==> src/rtl/stopwatch_pkg.sv <==
// Shared types and helpers for the two-digit BCD stopwatch controller.
package stopwatch_pkg;

  typedef enum logic [1:0] {
    IDLE  = 2'd0,
    RUN   = 2'd1,
    PAUSE = 2'd2,
    SPLIT = 2'd3
  } state_t;

  localparam logic [3:0] BCD_MAX = 4'd9;

  // Prescaler needs at least one bit even when DIV is 1.
  function automatic int presc_width(input int div);
    int w;
    w = $clog2(div);
    return (w < 1) ? 1 : w;
  endfunction

endpackage

==> src/rtl/stopwatch_ctrl_bcd_digit.sv <==
// One BCD digit register: clear, increment on enable, carry out when rolling 9 -> 0.
module bcd_digit
  import stopwatch_pkg::*;
(
  input  logic       clk,
  input  logic       rst,
  input  logic       clr,
  input  logic       en,
  output logic [3:0] digit,
  output logic [3:0] nxt,
  output logic       carry
);

  // nxt is exported so the owner can register a display copy in the same edge.
  always_comb begin
    nxt = digit;
    if (clr)
      nxt = 4'd0;
    else if (en)
      nxt = (digit == BCD_MAX) ? 4'd0 : digit + 4'd1;
  end

  assign carry = en && (digit == BCD_MAX);

  always_ff @(posedge clk or posedge rst) begin
    if (rst)
      digit <= 4'd0;
    else
      digit <= nxt;
  end

endmodule

==> src/rtl/stopwatch_ctrl.sv <==
// Two-digit BCD stopwatch: tick prescaler, digit cascade, lap/split latch and sequencing FSM.
//   state | meaning
//   IDLE  | cleared, waiting for start
//   RUN   | counting, display shows live count
//   PAUSE | count and prescaler frozen
//   SPLIT | counting, display frozen at lap value
module stopwatch_ctrl
  import stopwatch_pkg::*;
#(
  parameter int DIV  = 10,
  parameter bit WRAP = 1'b1
) (
  input  logic       CLK0,
  input  logic       RST,
  input  logic       SS,
  input  logic       CLR,
  input  logic       LAP,
  output logic [3:0] DIG0,
  output logic [3:0] DIG1,
  output logic       RUNNING,
  output logic       LAPPED,
  output logic       OVF
);

  localparam int            PW         = presc_width(DIV);
  localparam logic [PW-1:0] PRESC_LAST = PW'(DIV - 1);

  state_t        state;
  state_t        state_nxt;
  logic [PW-1:0] presc;
  logic [PW-1:0] presc_nxt;
  logic [3:0]    units;
  logic [3:0]    tens;
  logic [3:0]    units_nxt;
  logic [3:0]    tens_nxt;
  logic [3:0]    lap_units;
  logic [3:0]    lap_tens;
  logic [3:0]    disp_units_nxt;
  logic [3:0]    disp_tens_nxt;
  logic          counting;
  logic          tick;
  logic          at_max;
  logic          sat_tick;
  logic          units_en;
  logic          units_carry;
  logic          tens_carry;
  logic          ovf_nxt;
  logic          lap_take;
  logic          clr_cnt;
  logic          running_nxt;
  logic          lapped_nxt;

  assign counting = (state == RUN) || (state == SPLIT);
  assign tick     = counting && (presc == PRESC_LAST);
  assign at_max   = (units == BCD_MAX) && (tens == BCD_MAX);
  // In saturate mode the 99 tick freezes the digits instead of rolling them.
  assign sat_tick = tick && at_max && !WRAP;
  assign units_en = tick && !sat_tick;
  assign ovf_nxt  = tens_carry || sat_tick;

  always_ff @(posedge CLK0 or posedge RST) begin
    if (RST)
      state <= IDLE;
    else
      state <= state_nxt;
  end

  always_comb begin
    state_nxt = state;
    case (state)
      IDLE:    if (SS) state_nxt = RUN;
      RUN:     if (SS) state_nxt = PAUSE; else if (LAP) state_nxt = SPLIT;
      SPLIT:   if (SS) state_nxt = PAUSE; else if (LAP) state_nxt = RUN;
      PAUSE:   if (CLR) state_nxt = IDLE; else if (SS) state_nxt = RUN;
      default: state_nxt = IDLE;
    endcase
    if (sat_tick)
      state_nxt = PAUSE;
  end

  always_comb begin
    lap_take    = (state == RUN) && (state_nxt == SPLIT);
    clr_cnt     = (state == PAUSE) && (state_nxt == IDLE);
    running_nxt = (state_nxt == RUN) || (state_nxt == SPLIT);
    lapped_nxt  = (state_nxt == SPLIT);
  end

  always_comb begin
    presc_nxt = presc;
    if (clr_cnt)
      presc_nxt = '0;
    else if (counting)
      presc_nxt = tick ? '0 : presc + PW'(1);
  end

  always_ff @(posedge CLK0 or posedge RST) begin
    if (RST)
      presc <= '0;
    else
      presc <= presc_nxt;
  end

  bcd_digit u_units (
    .clk   (CLK0),
    .rst   (RST),
    .clr   (clr_cnt),
    .en    (units_en),
    .digit (units),
    .nxt   (units_nxt),
    .carry (units_carry)
  );

  bcd_digit u_tens (
    .clk   (CLK0),
    .rst   (RST),
    .clr   (clr_cnt),
    .en    (units_carry),
    .digit (tens),
    .nxt   (tens_nxt),
    .carry (tens_carry)
  );

  // The lap value is the pre-edge live count, even when a tick lands on the LAP edge.
  always_ff @(posedge CLK0 or posedge RST) begin
    if (RST) begin
      lap_units <= 4'd0;
      lap_tens  <= 4'd0;
    end else if (lap_take) begin
      lap_units <= units;
      lap_tens  <= tens;
    end
  end

  always_comb begin
    disp_units_nxt = units_nxt;
    disp_tens_nxt  = tens_nxt;
    if (state_nxt == SPLIT) begin
      disp_units_nxt = lap_take ? units : lap_units;
      disp_tens_nxt  = lap_take ? tens  : lap_tens;
    end
  end

  always_ff @(posedge CLK0 or posedge RST) begin
    if (RST) begin
      DIG0    <= 4'd0;
      DIG1    <= 4'd0;
      RUNNING <= 1'b0;
      LAPPED  <= 1'b0;
      OVF     <= 1'b0;
    end else begin
      DIG0    <= disp_units_nxt;
      DIG1    <= disp_tens_nxt;
      RUNNING <= running_nxt;
      LAPPED  <= lapped_nxt;
      OVF     <= ovf_nxt;
    end
  end

endmodule

==> config.mk <==
export PLATFORM = sky130hd
export DESIGN_NAME = stopwatch_ctrl
export DESIGN_NICKNAME = d
export VERILOG_FILES = /design/src/rtl/stopwatch_pkg.sv /design/src/rtl/stopwatch_ctrl_bcd_digit.sv /design/src/rtl/stopwatch_ctrl.sv
export SDC_FILE = /design/constraint.sdc
export NUM_CORES = 1
export LEC_CHECK = 0
export ABC_CLOCK_PERIOD_IN_PS = 1800
export CAP_MARGIN = 20
export CORE_MARGIN = 2
export CORE_UTILIZATION = 45
export CTS_CLUSTER_DIAMETER = 30
export DETAILED_ROUTE_END_ITERATION = 8
export PLACE_DENSITY = 0.64
export SYNTH_ARGS = -nofsm -noshare
export SYNTH_HDL_FRONTEND = slang
export SYNTH_SLANG_ARGS = --single-unit
==> constraint.sdc <==
create_clock -name CLK0 -period 1.8 [get_ports CLK0]
set_input_delay 0.36 -clock CLK0 [delete_from_list [all_inputs] [get_ports CLK0]]
set_output_delay 0.36 -clock CLK0 [all_outputs]
set_load 0.02 [all_outputs]
==> run metrics <==
# diodes=0; Final Setup Violations=0; DR WL/cell=13.7 um; R2R Path Start=presc[1]; largest net degree at the start of global routing=33; Power Dens Cells=1120 nW/um2; Inst Count DP=195; Initial Util=0.480; Max FO, Critical Path=10; max-capacitance violation count=0; sw power=0.651 mW; Syn-to-layout area delta=19.7%; internal power=1.35 mW; Synth top area share=0.537; share of layout cells above drive strength 1=0.181; final worst-path setup slack=0.118 ns; Setup CP Type=reg2reg; Avg Synthesized Cell Area=11.1 um2; Layout Cells excl Fill=204; post-route ant nets=0; Yosys top cell by area=dfrtp_1; row cnt=20; crit share post-route=0.934; I/O pins=16; dpl cell area=1720 um2; initial DRC count=56; Synth Instances=134; die area=3790 um2; Synth area leaders=dfrtp_1, mux2_2, nand2_1, o31ai_1, nor2b_1; sequential share of the synthesized area=0.537; Net Sw Frac=0.326; routed wire length=2800 um; fmax=595 MHz; vias in the first global route=1023; CTS H-tree depth=2; CTS Buffer Depth=2; worst slew pin tran=0.402 ns; crit path buf inv count=2; post-synthesis cell type count=32; cell at the root of the clock tree=clkbuf_4; # DRC=0; Peak VDD IR=537 uV; WP data required=2.02 ns; GP Congestion=0.730; Syn Nets=141; commonest non-fill, non-tap cell in the layout=dfrtp_1; final net count=167; # port buffers=15; final hold slack=0.408 ns; CP arrival=1.90 ns; clock slew at reported path FFs=0.09 ns; CP max stage cell=dfrtp_1; Worst Setup End Kind=flop; crit-path leading delay family=simple AND/OR/NAND/NOR gates; startpoint types=flop; commonest non-fill, non-tap cells in the layout=dfrtp_1, nand2_1, clkdlybuf4s50_1; Clk network pwr share=0.187; Final Max Slew Viols=0; grt total ovfl=0; leakage=0.823 nW; Post-Layout Inst Area=1780 um2; Tmin final=1.68 ns; Via Count=1056; Logic pwr share=0.312; Ys Warns=0; final core occ=0.575; outcome=complete, no violations; first-pass GRT wire length=4630 um; CTS Buf Count=5; dpl hpwl=1980 um; Worst R2R Setup Slack=0.12 ns; Worst Setup SP=presc[1]; initial antenna violation count=0; Placement Setup Slack=-0.159 ns; number of synthesized register bits=32; drt first pass iters=4; die width=61.5 um; critical path's largest stage delay=0.41 ns; Post-Syn Area=1490 um2; clock insertion delay at the later pin of the skew report=0.33 ns; Core Area=3100 um2; Final Hold Fails=0; CTS tree=built; total track usage=0.171; Slew HR=0.732; clk sinks=32; critical path, cell by cell=inv_1 -> ha_1 -> and4b_4 -> buf_4 -> xnor2_1 -> nor2_1 -> mux2_2; Hold/Removal Path Class=in2async; clock skew=0.00339 ns; drt via density=5.18; Sequential Power Share=0.501; Die Y=61.5 um
[power groups by stage]
stage	Sequential (mW)	Clock [mW]	Combinational [mW]
final	1.00	0.374	0.623
after global routing	1.02	0.425	0.692
after CTS	1.00	0.388	0.626
after detailed placement	1.02	0	0.629
after global placement	1.01	0	0.605
after floorplan	1.03	0	0.402
[through the flow]
stage | power [mW] | TNS (ns)
after CTS | 2.02 | 0
after global placement | 1.61 | -0.447
after global routing | 2.14 | -0.00378
final | 2.00 | 0
after floorplan | 1.43 | 0
after detailed placement | 1.65 | -0.722
[worst min-delay path, delay by kind of cell]
| family | cells | cell delay, ns |
|---|---|---|
| buf+inv | 3 | 0.80 |
[cell usage after synthesis]
cell type and number:
clkbuf_1 2, and4bb_1 1, mux2i_1 1, nand4b_1 1, nand2b_1 2, nand3_1 6, a22oi_1 2, nor2_1 11
o31ai_1 7, mux2_4 2, and4b_4 1, inv_1 4, xor2_1 2, buf_2 2, buf_6 3, ha_1 2
xnor2_1 3, o21ai_0 8, o211ai_1 1, o21a_1 1, nor3_1 1, o2111ai_1 1, a41o_1 1, nor3b_1 2
a21o_1 1, nor2b_1 8, dfrtp_1 32, mux2_2 8, nand4_1 1, nand3b_1 2, and4bb_2 1, nand2_1 14
[sequential cells by signal, indices dropped and copies added (netlist names)]
name / flops
DIG0: 4
DIG1: 4
LAPPED: 1
OVF: 1
RUNNING: 1
lap_tens: 4
lap_units: 4
presc: 4
state: 1
u_tens.digit: 4
u_units.digit: 4
[layout make-up]
class	count	area, um2
inverters	4	15.0
clock inverters	1	5.00
multi-input cells	91	623
repair buffers	26	244
flip-flops and latches	32	801
clock buffers	6	41.3
fillers	281	1320
well taps	44	55.1
[per-layer routing]
metal	share of wire	global-route usage	vias up
met2	0.48	0.269	12
met1	0.47	0.216	522
met3	0.036	0.0630	5
met4	0.014	0.0638	0
met5	0	0	-
li1	-	-	517
[worst paths after layout]
path                                   end  cells past startpoint
max                                DIG0[0]                      7
min                        u_tens.digit[2]                      3
max reg2reg                        DIG0[0]                      7
min reg2reg                   lap_units[0]                      1
max in group asynchronous          RUNNING                      3
min in group CLK0             lap_units[0]                      1
[logic make-up after synthesis]
kind of cell | after synthesis | share of synthesized area
compound gates | 22 | 0.0999
buf+inv | 11 | 0.0445
simple gates | 51 | 0.185
flops | 32 | 0.537
fa+ha+maj | 2 | 0.0168
mux | 11 | 0.0873
xor+xnor | 5 | 0.0294
[what timing repair did]
item,in CTS,in global routing
resized for setup,1,0
hold buffers,0,0
endpoints found under the setup margin,1,2
pin swaps,0,0
setup buffers,0,2
No activity file was read; power rests on OpenSTA's default activity.
